**config.mk**
```make
export PLATFORM = sky130hd
export DESIGN_NAME = prefetch_fifo_frame_reader_flat
export DESIGN_NICKNAME = d
export VERILOG_FILES = /design/src/rtl/prefetch_fifo_frame_reader_if.sv /design/src/rtl/prefetch_fifo_frame_reader.sv /design/src/flat_wrapper.sv
export SDC_FILE = /design/constraint.sdc
export NUM_CORES = 1
export LEC_CHECK = 0
export CAP_MARGIN = 20
export CORE_MARGIN = 1.5
export CORE_UTILIZATION = 51
export CTS_CLUSTER_SIZE = 30
export DETAILED_ROUTE_END_ITERATION = 10
export PLACE_DENSITY = 0.84
export SETUP_SLACK_MARGIN = 0.3
export SYNTH_ARGS = -nofsm -noshare
export SYNTH_HDL_FRONTEND = slang
export SYNTH_SLANG_ARGS = --single-unit
```
**constraint.sdc**
```tcl
create_clock -name clk -period 5.65 [get_ports clk]
set_input_delay 0.8475 -clock clk [delete_from_list [all_inputs] [get_ports clk]]
set_output_delay 0.8475 -clock clk [all_outputs]
set_load 0.05 [all_outputs]
```
**src/rtl/prefetch_fifo_frame_reader_if.sv**
```systemverilog
// ---------------------------------------------------------------------------
// prefetch_fifo_frame_reader_if
//
// Bundles the signals of the prefetch FIFO frame reader: the frame control
// inputs, the FIFO show-ahead read port, the downstream valid/ready byte
// stream and the status outputs.
//
// Modports:
//   master - the frame reader itself (drives fifo_rd_en, out_*, busy, done,
//            len_err; receives start, frame_len, fifo_rd_*, out_ready)
//   slave  - the surrounding logic (FIFO, controller and downstream sink)
//
// Parameters:
//   DATA_W - byte width, matches the FIFO read data width
//   LEN_W  - frame length width
// ---------------------------------------------------------------------------
interface prefetch_fifo_frame_reader_if #(
    parameter int DATA_W = 8,
    parameter int LEN_W  = 11
) ();
    // Frame control
    logic              start;
    logic [LEN_W-1:0]  frame_len;
    // FIFO show-ahead read port
    logic [DATA_W-1:0] fifo_rd_data;
    logic              fifo_rd_vld;
    logic              fifo_rd_en;
    // Output byte stream
    logic [DATA_W-1:0] out_data;
    logic              out_valid;
    logic              out_ready;
    logic              out_sof;
    logic              out_eof;
    // Status
    logic              busy;
    logic              done;
    logic              len_err;

    modport master (
        input  start, frame_len, fifo_rd_data, fifo_rd_vld, out_ready,
        output fifo_rd_en, out_data, out_valid, out_sof, out_eof,
               busy, done, len_err
    );

    modport slave (
        output start, frame_len, fifo_rd_data, fifo_rd_vld, out_ready,
        input  fifo_rd_en, out_data, out_valid, out_sof, out_eof,
               busy, done, len_err
    );
endinterface

```
**src/rtl/prefetch_fifo_frame_reader.sv**
```systemverilog
// ---------------------------------------------------------------------------
// prefetch_fifo_frame_reader
//
// Drains bytes from the prefetch FIFO's show-ahead read port in frames of a
// programmed length and emits each frame as a registered valid/ready byte
// stream with start-of-frame / end-of-frame markers. Runs in the FIFO's read
// clock domain.
//
// Ports:
//   clk    - FIFO read clock
//   rst_n  - asynchronous active-low reset
//   bus    - prefetch_fifo_frame_reader_if.master:
//            start/frame_len   frame request (sampled only when idle)
//            fifo_rd_data/vld  FIFO show-ahead data in
//            fifo_rd_en        FIFO pop (combinational, gated by fifo_rd_vld)
//            out_data/valid/ready/sof/eof  registered output byte stream
//            busy              high whenever not idle
//            done              one-cycle pulse after the eof byte is accepted
//            len_err           one-cycle pulse on a start with frame_len==0
//
// Build option:
//   FRAME_READER_CRC_EN - when defined, a CRC-8 byte (poly 0x07, init 0x00,
//   MSB-first, no reflection, no final XOR) over the payload is appended to
//   every frame and carries out_eof. When undefined, out_eof marks the last
//   payload byte and no CRC logic exists.
// ---------------------------------------------------------------------------
module prefetch_fifo_frame_reader #(
    parameter int DATA_W = 8,
    parameter int LEN_W  = 11
) (
    input  logic clk,
    input  logic rst_n,
    prefetch_fifo_frame_reader_if.master bus
);

`ifdef FRAME_READER_CRC_EN
    typedef enum logic [1:0] {
        IDLE    = 2'd0,
        PAYLOAD = 2'd1,
        TRAIL   = 2'd2,
        FLUSH   = 2'd3
    } state_t;
`else
    typedef enum logic [1:0] {
        IDLE    = 2'd0,
        PAYLOAD = 2'd1,
        FLUSH   = 2'd3
    } state_t;
`endif

    state_t            state_reg, state_next;
    logic [LEN_W-1:0]  remain_reg;
    logic              first_reg;
    logic [DATA_W-1:0] out_data_reg;
    logic              out_valid_reg;
    logic              out_sof_reg;
    logic              out_eof_reg;
    logic              done_reg;
    logic              len_err_reg;

    logic reg_free;   // output register can take a new byte this cycle
    logic accept;     // current output byte is consumed downstream
    logic pop;        // a FIFO byte is taken this cycle
    logic last_pop;   // the pop that carries the final payload byte
    logic start_ok;
    logic start_bad;

    always_comb begin
        reg_free  = ~out_valid_reg | bus.out_ready;
        accept    = out_valid_reg & bus.out_ready;
        pop       = (state_reg == PAYLOAD) & bus.fifo_rd_vld & reg_free;
        last_pop  = pop & (remain_reg == LEN_W'(1));
        start_ok  = (state_reg == IDLE) & bus.start & (bus.frame_len != '0);
        start_bad = (state_reg == IDLE) & bus.start & (bus.frame_len == '0);
    end

`ifdef FRAME_READER_CRC_EN
    logic [7:0] crc_reg;
    logic       trail_load;

    function automatic logic [7:0] crc8_update(input logic [7:0] crc_in,
                                               input logic [7:0] data_in);
        logic [7:0] c;
        c = crc_in ^ data_in;
        for (int i = 0; i < 8; i++) begin
            c = c[7] ? ((c << 1) ^ 8'h07) : (c << 1);
        end
        return c;
    endfunction

    always_comb begin
        trail_load = (state_reg == TRAIL) & reg_free;
    end

    // Running CRC over the payload; cleared whenever a frame is accepted.
    always_ff @(posedge clk or negedge rst_n) begin
        if (!rst_n) begin
            crc_reg <= 8'h00;
        end else if (start_ok) begin
            crc_reg <= 8'h00;
        end else if (pop) begin
            crc_reg <= crc8_update(crc_reg, 8'(bus.fifo_rd_data));
        end
    end
`endif

    // -----------------------------------------------------------------------
    // FSM: state register
    // -----------------------------------------------------------------------
    always_ff @(posedge clk or negedge rst_n) begin
        if (!rst_n) begin
            state_reg <= IDLE;
        end else begin
            state_reg <= state_next;
        end
    end

    // -----------------------------------------------------------------------
    // FSM: next state
    // -----------------------------------------------------------------------
    always_comb begin
        state_next = state_reg;
        case (state_reg)
            IDLE: begin
                if (start_ok) state_next = PAYLOAD;
            end
            PAYLOAD: begin
`ifdef FRAME_READER_CRC_EN
                if (last_pop) state_next = TRAIL;
`else
                if (last_pop) state_next = FLUSH;
`endif
            end
`ifdef FRAME_READER_CRC_EN
            TRAIL: begin
                if (reg_free) state_next = FLUSH;
            end
`endif
            FLUSH: begin
                // Only the eof byte can be in the output register here.
                if (accept) state_next = IDLE;
            end
            default: state_next = IDLE;
        endcase
    end

    // -----------------------------------------------------------------------
    // Length counter and output register
    // -----------------------------------------------------------------------
    always_ff @(posedge clk or negedge rst_n) begin
        if (!rst_n) begin
            remain_reg    <= '0;
            first_reg     <= 1'b0;
            out_data_reg  <= '0;
            out_valid_reg <= 1'b0;
            out_sof_reg   <= 1'b0;
            out_eof_reg   <= 1'b0;
            done_reg      <= 1'b0;
            len_err_reg   <= 1'b0;
        end else begin
            done_reg    <= 1'b0;
            len_err_reg <= start_bad;

            if (start_ok) begin
                remain_reg <= bus.frame_len;
                first_reg  <= 1'b1;
            end

            if (pop) begin
                out_data_reg  <= bus.fifo_rd_data;
                out_valid_reg <= 1'b1;
                out_sof_reg   <= first_reg;
                first_reg     <= 1'b0;
`ifdef FRAME_READER_CRC_EN
                out_eof_reg   <= 1'b0;
`else
                out_eof_reg   <= last_pop;
`endif
                // remain parks at 1 after the final pop instead of wrapping.
                if (!last_pop) begin
                    remain_reg <= remain_reg - LEN_W'(1);
                end
            end
`ifdef FRAME_READER_CRC_EN
            else if (trail_load) begin
                out_data_reg  <= DATA_W'(crc_reg);
                out_valid_reg <= 1'b1;
                out_sof_reg   <= 1'b0;
                out_eof_reg   <= 1'b1;
            end
`endif
            else if (accept) begin
                out_valid_reg <= 1'b0;
                out_sof_reg   <= 1'b0;
                out_eof_reg   <= 1'b0;
            end

            if ((state_reg == FLUSH) && accept) begin
                done_reg <= 1'b1;
            end
        end
    end

    assign bus.fifo_rd_en = pop;
    assign bus.out_data   = out_data_reg;
    assign bus.out_valid  = out_valid_reg;
    assign bus.out_sof    = out_sof_reg;
    assign bus.out_eof    = out_eof_reg;
    assign bus.busy       = (state_reg != IDLE);
    assign bus.done       = done_reg;
    assign bus.len_err    = len_err_reg;

endmodule

```
**src/flat_wrapper.sv**
```systemverilog
// flat-port wrapper written by rule: the top's interface ports become plain ports
module prefetch_fifo_frame_reader_flat 
#(
    parameter int DATA_W = 8,
    parameter int LEN_W  = 11
)
  (clk, rst_n, bus_start, bus_frame_len, bus_fifo_rd_data, bus_fifo_rd_vld, bus_out_ready, bus_fifo_rd_en, bus_out_data, bus_out_valid, bus_out_sof, bus_out_eof, bus_busy, bus_done, bus_len_err);
  prefetch_fifo_frame_reader_if #(.DATA_W(DATA_W), .LEN_W(LEN_W)) bus_i ();
  input  logic clk;
  input  logic rst_n;
  input wire logic [$bits(bus_i.start)-1:0] bus_start;
  input wire logic [$bits(bus_i.frame_len)-1:0] bus_frame_len;
  input wire logic [$bits(bus_i.fifo_rd_data)-1:0] bus_fifo_rd_data;
  input wire logic [$bits(bus_i.fifo_rd_vld)-1:0] bus_fifo_rd_vld;
  input wire logic [$bits(bus_i.out_ready)-1:0] bus_out_ready;
  output wire logic [$bits(bus_i.fifo_rd_en)-1:0] bus_fifo_rd_en;
  output wire logic [$bits(bus_i.out_data)-1:0] bus_out_data;
  output wire logic [$bits(bus_i.out_valid)-1:0] bus_out_valid;
  output wire logic [$bits(bus_i.out_sof)-1:0] bus_out_sof;
  output wire logic [$bits(bus_i.out_eof)-1:0] bus_out_eof;
  output wire logic [$bits(bus_i.busy)-1:0] bus_busy;
  output wire logic [$bits(bus_i.done)-1:0] bus_done;
  output wire logic [$bits(bus_i.len_err)-1:0] bus_len_err;
  assign bus_i.start = bus_start;
  assign bus_i.frame_len = bus_frame_len;
  assign bus_i.fifo_rd_data = bus_fifo_rd_data;
  assign bus_i.fifo_rd_vld = bus_fifo_rd_vld;
  assign bus_i.out_ready = bus_out_ready;
  assign bus_fifo_rd_en = bus_i.fifo_rd_en;
  assign bus_out_data = bus_i.out_data;
  assign bus_out_valid = bus_i.out_valid;
  assign bus_out_sof = bus_i.out_sof;
  assign bus_out_eof = bus_i.out_eof;
  assign bus_busy = bus_i.busy;
  assign bus_done = bus_i.done;
  assign bus_len_err = bus_i.len_err;
  prefetch_fifo_frame_reader #(.DATA_W(DATA_W), .LEN_W(LEN_W)) u_core (.clk(clk), .rst_n(rst_n), .bus(bus_i));
endmodule
```
Word-level counts from Yosys, hierarchy flattened. Cells that the tools add are included.

Register bits after elaboration: 27. Output and inout port bits: 15. Logic and storage cells: 47.

Eq/ne operators: 6. Reductions and logical operators: 8. $add $sub $neg: 1. Bitwise gates (word level): 9. Multiplexer cells: 14.

Operators with widths (count): $mux W11 (3); $eq A11 B1 Y1 const B (1); $logic_not A11 Y1 (1); $reduce_bool A11 Y1 (1); $sub A11 B1 Y11 const B (1); $and A1 B1 Y1 (7); $mux W1 (7); $mux W2 (3); $ne A2 B1 Y1 const B (3); $pmux W2 S3 (1); $reduce_bool A2 Y1 (3); $reduce_and A3 Y1 (1); $eq A2 B1 Y1 const B (1); $eq A2 B2 Y1 const B (1); $logic_not A2 Y1 (1); $logic_and A1 B1 Y1 (1); $not A1 Y1 (1); $or A1 B1 Y1 (1).

Logic depth before layout (Yosys ltp).
Depth after elaboration: 6. Mapped depth: 7.

Least setup slack after synthesis. OpenSTA, ideal clock, no wires.

Kind: input to output. Start: input bus_out_ready. End: output bus_fifo_rd_en. Required time: 4803 ps. Slack: 3215 ps. Arrival: 1588 ps. Stages: 3. Path through: and2b_2 > nor2_8 > buf_2.

Word-level cells in the longest chain between the ends: 2.

RTL lines: from (decl) (RTL line flat_wrapper.sv:15) `input wire logic [$bits(bus_i.out_ready)-1:0] bus_out_ready;`; $or A1 B1 Y1 (RTL line prefetch_fifo_frame_reader.sv:69) `reg_free = ~out_valid_reg | bus.out_ready;`; $and A1 B1 Y1 (RTL line prefetch_fifo_frame_reader.sv:71) `pop = (state_reg == PAYLOAD) & bus.fifo_rd_vld & reg_free;`; to (decl) (RTL line flat_wrapper.sv:16) `output wire logic [$bits(bus_i.fifo_rd_en)-1:0] bus_fifo_rd_en;`.

Every way passes these cells.

Worst setup path in the final report. Ends and elaborated chain as after synthesis.

==> results.sh <==
export IMPL_min_path_type="register to register"
export IMPL_syn_nets=165
export IMPL_powerDensity_nw_per_um2=335.7
export IMPL_synth_xor_area_share_pct=0.6003
export IMPL_core_area_sq_um=2734
export IMPL_worst_path_max_fanout=19
export IMPL_synth_most_common_cell="dfrtp_1"
export IMPL_cap_viol_max_count=0
export IMPL_ir_drop_uv=242.0
export IMPL_post_cts_buffers=0
export IMPL_r2r_slack_ns=3.65
export IMPL_yosysTopAreaCellShare_pct=46.31
export IMPL_grt_max_degree=28
export IMPL_cts_root_buffer_cell="clkbuf_4"
export IMPL_min_path_cells=1
export IMPL_clk_pin_slew_ns=0.15
export IMPL_holdWs_ns=0.5248
export IMPL_ios=39
export IMPL_hpwl_um=2497
export IMPL_avgViaCountPerCell=6.124
export IMPL_arrival_ns=2.83
export IMPL_fp_dieH_um=56.49
export IMPL_antenna_cells=0
export IMPL_drc=0
export IMPL_yosysWarnings=0
export IMPL_status="completed"
export IMPL_muxShareOfSynthArea_pct=8.662
export IMPL_cp_start_kind="input pin"
export IMPL_ys_ff_latch=27
export IMPL_port_buffers=38
export IMPL_grt_setup_unrepaired="no"
export IMPL_setup_viol=0
export IMPL_synth_fa_ha_area_share_pct=1.715
export IMPL_ys_seq_area_share_pct=46.31
export IMPL_yosys_area_top_type="dfrtp_1"
export IMPL_row_count=19
export IMPL_synth_compound_area_share_pct=18.52
export IMPL_area_growth_synth_to_final_pct=29.42
export IMPL_largest_reg_flops=11
export IMPL_synth_area_leaders="dfrtp_1 46%, mux2_2 6.2%, nand2_1 3.1%"
export IMPL_drt_initial_drc_count=31
export IMPL_grt_usage_pct=22.23
export IMPL_layout_drive_gt1_share_pct=14.53
export IMPL_crit_type="input pin to output pin"
export IMPL_relSlewSlack_pct=28.74
export IMPL_synth_avg_cell_area_sq_um=10.50
export IMPL_synthTopCellsByCount="27 x dfrtp_1, 12 x nand2_1, 10 x inv_1, 10 x nor2_1"
export IMPL_worstMarginPinSlew_ns=1.063
export IMPL_drt_wl_total_um=3323
export IMPL_synth_top_family_by_area="simple AND/OR/NAND/NOR gates"
export IMPL_power_leakage_nw=0.7892
export IMPL_insertion_delay_ns=0.33
export IMPL_fin_skew_ns=0.01449
export IMPL_avgRoutedWirePerCell_um=15.82
export IMPL_antenna_found_initial=0
export IMPL_grt_pass1_wl_um=5602
export IMPL_first_pass_iters=4
export IMPL_finalCritPeriodShare_pct=65.03
export IMPL_dieWidth_um=56.49
export IMPL_cts_tree="done"
export IMPL_period_minus_slack_ns=3.674
export IMPL_crit_required_ns=4.80
export IMPL_gp_congestion=0.8342
export IMPL_cts_made_buffers=3
export IMPL_finalSetupTns_ns=0
export IMPL_syn_inst=139
export IMPL_vias=1286
export IMPL_worstSetupEndpointType="output pin"
export IMPL_cts_max_path_buffers=2
export IMPL_clkSinkCount=27
export IMPL_syn_area_sq_um=1459
export IMPL_synth_async_sr_flop_share_pct=100.0
export IMPL_layout_nets=206
export IMPL_fmax_mhz=272.2
export IMPL_dieArea_sq_um=3191
export IMPL_grt_overflow=0
export IMPL_worstRegToRegCells=5
export IMPL_hold_viol=0
export IMPL_synth_edf_count=0
export IMPL_antenna_left=0
export IMPL_yosysUniqueCellTypes=46
export IMPL_grt_pass1_vias=1242
export IMPL_slew_violations=0
export IMPL_post_cts_resized=0
export IMPL_synth_simple_gate_area_share_pct=19.98
export IMPL_ys_flop_type="dfrtp_1"
export IMPL_ctsHoldBuffers=0
export IMPL_htree_levels=1
export IMPL_initial_core_util_pct=53.36
==> worst paths after layout <==
| kind | startpoint | end |
|---|---|---|
| min in group asynchronous | rst_n | u_core.remain_reg[6] |
| max | bus_out_ready | bus_fifo_rd_en |
| max reg2reg | u_core.state_reg[1] | u_core.remain_reg[6] |
| min reg2reg | u_core.bus.out_data[0] | u_core.bus.out_data[0] |
| max in group asynchronous | rst_n | u_core.remain_reg[3] |
| min | u_core.bus.out_data[0] | u_core.bus.out_data[0] |
==> cell type report <==
cell class / instances / area, sq um
inverters: 10 / 37.54
multi-input cells: 99 / 721.9
clock buffers: 4 / 26.28
flip-flops and latches: 27 / 675.6
well taps: 31 / 38.79
fillers: 210 / 845.8
repair buffers: 39 / 387.9
==> stage by stage <==
stage / power [W] / std cells / setup slack, ns / util, % / instance area (sq um)
detailed placement: 0.0005509 / 206 / 1.989 / 68.10 / 1862
global placement: 0.0005391 / 206 / 2.022 / 68.10 / 1862
floorplan: 0.0004642 / 139 / 3.215 / - / 1459
finish: 0.0006339 / 210 / 1.976 / 69.06 / 1888
CTS: 0.0006320 / 210 / 1.979 / 69.06 / 1888
global route: 0.0006647 / 210 / 1.887 / 69.06 / 1888
==> power by group <==
| part | internal (W) | total [W] | switching, W |
|---|---|---|---|
| clock network | 0.0000277 | 0.0000843 | 0.0000566 |
| registers | 0.000241 | 0.000301 | 0.0000597 |
| logic | 0.000108 | 0.000249 | 0.000140 |
| total | 0.000377 | 0.000634 | 0.000257 |
==> logic make-up after synthesis <==
logic type               after synthesis
AND/OR/NAND/NOR                       47
AO/OA/AOI/OAI                         38
flip-flops                            27
buffers and inverters                 13
multiplexers                          11
adder cells (fa/ha/maj)                2
XOR/XNOR                               1
==> layout by cell type, fill, tap and decap left out, drive strengths merged, types with 4 or more instances in the layout <==
cell type and count:
clkdlybuf4s50 38, dfrtp 27, nand2 12, nor2 11, inv 10, mux2 10, a21oi 9, nand3 7
o21ai 6, nor4 5, nor3 4, clkbuf 4
==> routing by layer <==
| layer | GRT usage [%] | vias up | part of all wire, % | wire [um] |
|---|---|---|---|---|
| li1 | - | 601 | - | - |
| met3 | 5.069 | 5 | 6.0 | 198 |
| met2 | 38.70 | 49 | 50 | 1647 |
| met4 | 6.122 | 0 | 1.1 | 38 |
| met5 | 0 | - | 0 | 0 |
| met1 | 27.46 | 631 | 43 | 1438 |
==> critical path, cell delays in order <==
cell             delay, ns
clkdlybuf4s50_1       0.56
and2b_2               0.29
nor2_8                0.26
clkdlybuf4s50_1       0.87
Power figures use the tool's default switching activity.
==> patch 1 (same settings) <==
Re-encode `state_t` (3 states) as one-hot, 3 bits wide.
--- a/src/rtl/prefetch_fifo_frame_reader.sv
+++ b/src/rtl/prefetch_fifo_frame_reader.sv
@@ -43,6 +43,6 @@
 `else
-    typedef enum logic [1:0] {
-        IDLE    = 2'd0,
-        PAYLOAD = 2'd1,
-        FLUSH   = 2'd3
+    typedef enum logic [2:0] {
+        IDLE    = 3'b001,
+        PAYLOAD = 3'b010,
+        FLUSH   = 3'b100
     } state_t;
Formal check against the unedited RTL: no difference found for any inputs over 10 cycles, from zero or initial values and one cycle with rst_n low; not proved beyond that.
==> patch 1 against the original RTL <==
  * Power grew 60%
  * First-iteration DRC count grew 150%
  * Clock power is 60% higher
  * Worst setup slack got worse by 0.42 ns
  * Routed wire length is 12% higher
  * Final area is 3.8% higher
  * Sequential cell count increased by 1
  * Synthesized cell count rose by 19%
  * Maximum frequency down 10%
  * Cell count grew 12%
  * Worst hold slack lost 0.025 ns
  * Area after synthesis grew 3.3%
  * Critical path type unchanged
  * Largest power group is now combinational logic
==> patch 1: results (changes against the original RTL) <==
register area share after synthesis=46.6% (+0.28 points); Worst Skew=0.00307 ns (-0.0114 ns); CP max FO=17 (-2); M1 GR Usage=35.4% (+8.0 points); GRT Util Overall=25.4% (+3.1 points); Reg-to-Reg Start=u_core.state_reg[2]; outcome=finished clean; Synth cell types=45 (-2.2%); Setup Fix Bufs, Post-CTS=0 (unchanged); iteration-0 DRC count of the detailed router=77 (+150%); met3 Usage GRT=3.17% (-1.9 points); DP HPWL=2700 µm (+8.0%); yosys warns=0 (unchanged); Crit. Startpoint=bus_fifo_rd_vld; CP arrival=3.25 ns (+0.42 ns); internal power=0.000540 W (+43%); Fill cells=226 (+7.6%); pin count of the biggest net entering global routing=29 (+3.6%); share of cells above drive strength 1=8.78% (-5.7 points); Hold Path Depth=2 (+1); Layout Nets=232 (+13%); GRT met2 Usage=40.6% (+1.9 points); Lkg Pwr=0.809 nW (+2.5%); Post-Syn Nets=192 (+16%); Peak VDD IR=409 µV (+69%); commonest cells in the synthesized netlist=nand2_1 (38), dfrtp_1 (27), nor2_1 (11); Post-synth top flop=dfrtp_1; vias=1420 (+10%); WL per Instance=15.8 µm (-0.12%); Rel. slew slack=63.8% (+35 points); first-pass GRT wire length=6560 µm (+17%); r2r worst-path depth=6 (+1)
patch 1: cell types whose count changed after synthesis, sizes merged, moves of 3 or more:
cell	unedited run	this run
nand2b	0	3
mux2	10	0
nand2	12	39
nor2b	0	3
o21ai	6	10
patch 1: metrics by stage:
stage / area (µm²) / hold WS (ns) / cells / util (%) / total power, W
after floorplan: 1510 / 0.463 / 166 / - / 0.000717
after global placement: 1910 / 0.466 / 232 / 68.6 / 0.000857
after global routing: 1960 / 0.540 / 236 / 70.4 / 0.00108
after detailed placement: 1910 / 0.470 / 232 / 68.6 / 0.000874
final: 1960 / 0.500 / 236 / 70.4 / 0.00101
after CTS: 1960 / 0.505 / 236 / 70.4 / 0.00101
patch 1: critical path, cell delays in order:
cell	delay (ns)
clkdlybuf4s50_1	0.47
and4bb_2	0.26
nand2_1	0.27
inv_1	0.49
clkdlybuf4s50_1	0.90
patch 1: area by class of cell:
cell class	count	area, µm²	area share, %
well taps	31	38.8	1.98
multi-input cells	126	748	38.2
inverters	8	30.0	1.53
flip-flops and latches	28	702	35.8
clock inverters	1	30.0	1.53
repair buffers	39	388	19.8
clock buffers	3	22.5	1.15
patch 1: cells by family after synthesis:
kind of cell	Yosys count	synth area share (%)
buffers and inverters	12	3.74
xor gates and xnor gates	1	0.582
DFF	28	46.6
and+or+nand+nor	81	27.3
AOI/OAI and AO/OA	42	20.1
adders and majority gates	2	1.66
patch 1: routing by layer:
layer / wire length, µm / vias to the layer above
li1: - / 675
met4: 58 / 0
met3: 237 / 5
met2: 1790 / 58
met1: 1640 / 682
met5: 0 / -
patch 1: worst paths after layout:
path / slack [ns] / to
min: 0.50 / u_core.bus.out_data[0]
min in group asynchronous: 0.85 / u_core.bus.len_err
max: 1.55 / bus_fifo_rd_en
min reg2reg: 0.50 / u_core.bus.out_data[0]
max in group asynchronous: 4.51 / u_core.state_reg[0]
max reg2reg: 3.27 / u_core.remain_reg[6]
patch 1: power groups by stage:
stage	clock [W]	sequential [W]	combinational, W
6_report	0.000135	0.000380	0.000497
5_1_grt	0.000143	0.000394	0.000541
4_1_cts	0.000135	0.000379	0.000497
3_5_place_dp	0	0.000381	0.000493
3_3_place_gp	0	0.000376	0.000482
2_1_floorplan	0	0.000474	0.000242
==> patch 2 (config.mk and constraints unchanged) <==
Made on the original files. `LEN_W` is set to 11 in 3 places; all go to 22.
--- a/src/rtl/prefetch_fifo_frame_reader_if.sv
+++ b/src/rtl/prefetch_fifo_frame_reader_if.sv
@@ -18,3 +18,3 @@
     parameter int DATA_W = 8,
-    parameter int LEN_W  = 11
+    parameter int LEN_W  = 22
 ) ();
--- a/src/rtl/prefetch_fifo_frame_reader.sv
+++ b/src/rtl/prefetch_fifo_frame_reader.sv
@@ -28,3 +28,3 @@
     parameter int DATA_W = 8,
-    parameter int LEN_W  = 11
+    parameter int LEN_W  = 22
 ) (
--- a/src/flat_wrapper.sv
+++ b/src/flat_wrapper.sv
@@ -4,3 +4,3 @@
     parameter int DATA_W = 8,
-    parameter int LEN_W  = 11
+    parameter int LEN_W  = 22
 )
Interface: changed (resized bus_frame_len); port bits go from 39 to 50. No check against the original RTL was run, so the function may have changed too.
==> patch 2 against the original RTL <==
  * Synthesized cell count increased by 76%
  * Clock skew is 0.0072 ns lower
  * Final area grew 47%
  * Worst setup slack worse by 0.13 ns
  * Sequential cell count is 11 higher
  * Worst hold slack worse by 0.042 ns
  * Cell count grew 64%
  * Sequential share of layout area fell by 1.6 points
  * Via count grew 61%
  * Routed wire length grew 66%
  * Power rose by 66%
  * Area after synthesis grew 48%
  * Critical path type unchanged
  * Largest power group unchanged
  * Highest routed layer unchanged
==> patch 2: results (changes against the original RTL) <==
outcome=finished clean; Finished Layout Cells=345 (+64%); vias in the first global route=1943 (+56%); internal power=0.000623 W (+65%); Rel. slew slack=33.7% (+5.0 points); first-pass GRT wire length=9250 µm (+65%); max FFs per register=22 (+11); worst skew pair latency=0.30 ns (-0.03 ns); placed cells=337 (+64%); pin count of the biggest net entering global routing=39 (+39%); Avg Cell Area, Syn=8.82 µm² (-16%); CP peak stage delay=0.82 ns (-0.05 ns); register area share after synthesis=44.0% (-2.3 points); final setup vio count=0 (unchanged); DP HPWL=3890 µm (+56%); root buffer cell=clkbuf_8; drt total wl=5520 µm (+66%); dpl cell area=2690 µm² (+44%); cts bufs inserted=5 (+2); IO Port Bufs=49 (+29%); Lkg Pwr=1.11 nW (+41%); GRT Util Overall=27.1% (+4.9 points); Synth cell types=47 (+2.2%); share of cells above drive strength 1=7.80% (-6.7 points); drt via density=6.00 (-2.0%); Layout Nets=331 (+61%); GPL Wtd Cong=0.855 (+2.5%); Worst-path clk slew=0.08 ns (-0.07 ns); ranking of synthesized cells by area=dfrtp_1 (44%), nand2_1 (7.1%), nor3_1 (5.1%); commonest cells in the synthesized netlist=nand2_1 (41), dfrtp_1 (38), nor2_1 (26); iteration-0 DRC count of the detailed router=147 (+370%); CP arrival=2.96 ns (+0.13 ns); Post-Syn Nets=282 (+71%); H-tree levels=2 (+1); Post-synth top flop=dfrtp_1; Worst Skew=0.00733 ns (-0.00716 ns); Peak VDD IR=207 µV (-15%); CP max FO=17 (-2)
## patch 2: cell types whose count changed in the layout (fill, tap and decap cells not counted), moves of 7 or more
| cell | change |
|---|---|
| clkdlybuf4s50_1 | +10 |
| nand2_1 | +29 |
| dfrtp_1 | +11 |
| nor2_1 | +16 |
| nor3_1 | +18 |
| nand4_1 | +7 |
## patch 2: per-stage QoR
step           hold slack [ns]  worst slack, ns
2_1_floorplan            0.473             2.64
3_5_place_dp             0.463             1.78
3_3_place_gp             0.457             1.87
5_1_grt                  0.506             1.72
6_report                 0.483             1.84
4_1_cts                  0.483             1.85
## patch 2: per-layer routing
metal  GRT usage [%]  part of all wire (%)
met5               0                     0
met4            10.0                   1.3
met3            5.26                   5.4
met2            42.5                    48
met1            37.2                    46
## patch 2: cell type report
cell class                 instances  area [µm²]  share of cell area [%]
multi-input combinational        188        1140                    40.9
sequential                        38         951                    34.2
timing repair buffer              51         500                    18.0
clock buffer                       6        82.6                    2.97
tap                               50        62.6                    2.25
inverter                          10        37.5                    1.35
clock inverter                     2        12.5                   0.449
## patch 2: critical path, delay by kind of cell
kind	cells	cell delay [ns]
buffers and inverters	3	1.57
AND/OR/NAND/NOR	2	0.53
## patch 2: worst paths after layout
| path | start | end | slack (ns) | depth (start not counted) |
|---|---|---|---|---|
| min reg2reg | u_core.bus.out_data[7] | u_core.bus.out_data[7] | 0.48 | 2 |
| min in group asynchronous | rst_n | u_core.remain_reg[15] | 0.65 | 1 |
| min | u_core.bus.out_data[7] | u_core.bus.out_data[7] | 0.48 | 2 |
| max reg2reg | u_core.state_reg[1] | u_core.remain_reg[14] | 2.69 | 7 |
| max | bus_out_ready | bus_fifo_rd_en | 1.84 | 5 |
| max in group asynchronous | rst_n | u_core.bus.out_data[2] | 4.44 | 1 |
## patch 2: cell families after synthesis
| logic type | after synthesis | share of synthesized area, % |
|---|---|---|
| AO/OA/AOI/OAI | 42 | 14.7 |
| adder cells (fa/ha/maj) | 2 | 1.16 |
| buffers and inverters | 19 | 3.41 |
| flip-flops | 38 | 44.0 |
| multiplexers | 10 | 4.98 |
| AND/OR/NAND/NOR | 134 | 31.8 |
## patch 2: power by group through the flow
stage / combinational (W) / sequential, W / clock [W]
6_report: 0.000371 / 0.000482 / 0.000199
5_1_grt: 0.000411 / 0.000499 / 0.000214
4_1_cts: 0.000373 / 0.000478 / 0.000203
3_5_place_dp: 0.000371 / 0.000481 / 0
3_3_place_gp: 0.000361 / 0.000478 / 0
2_1_floorplan: 0.000204 / 0.000515 / 0
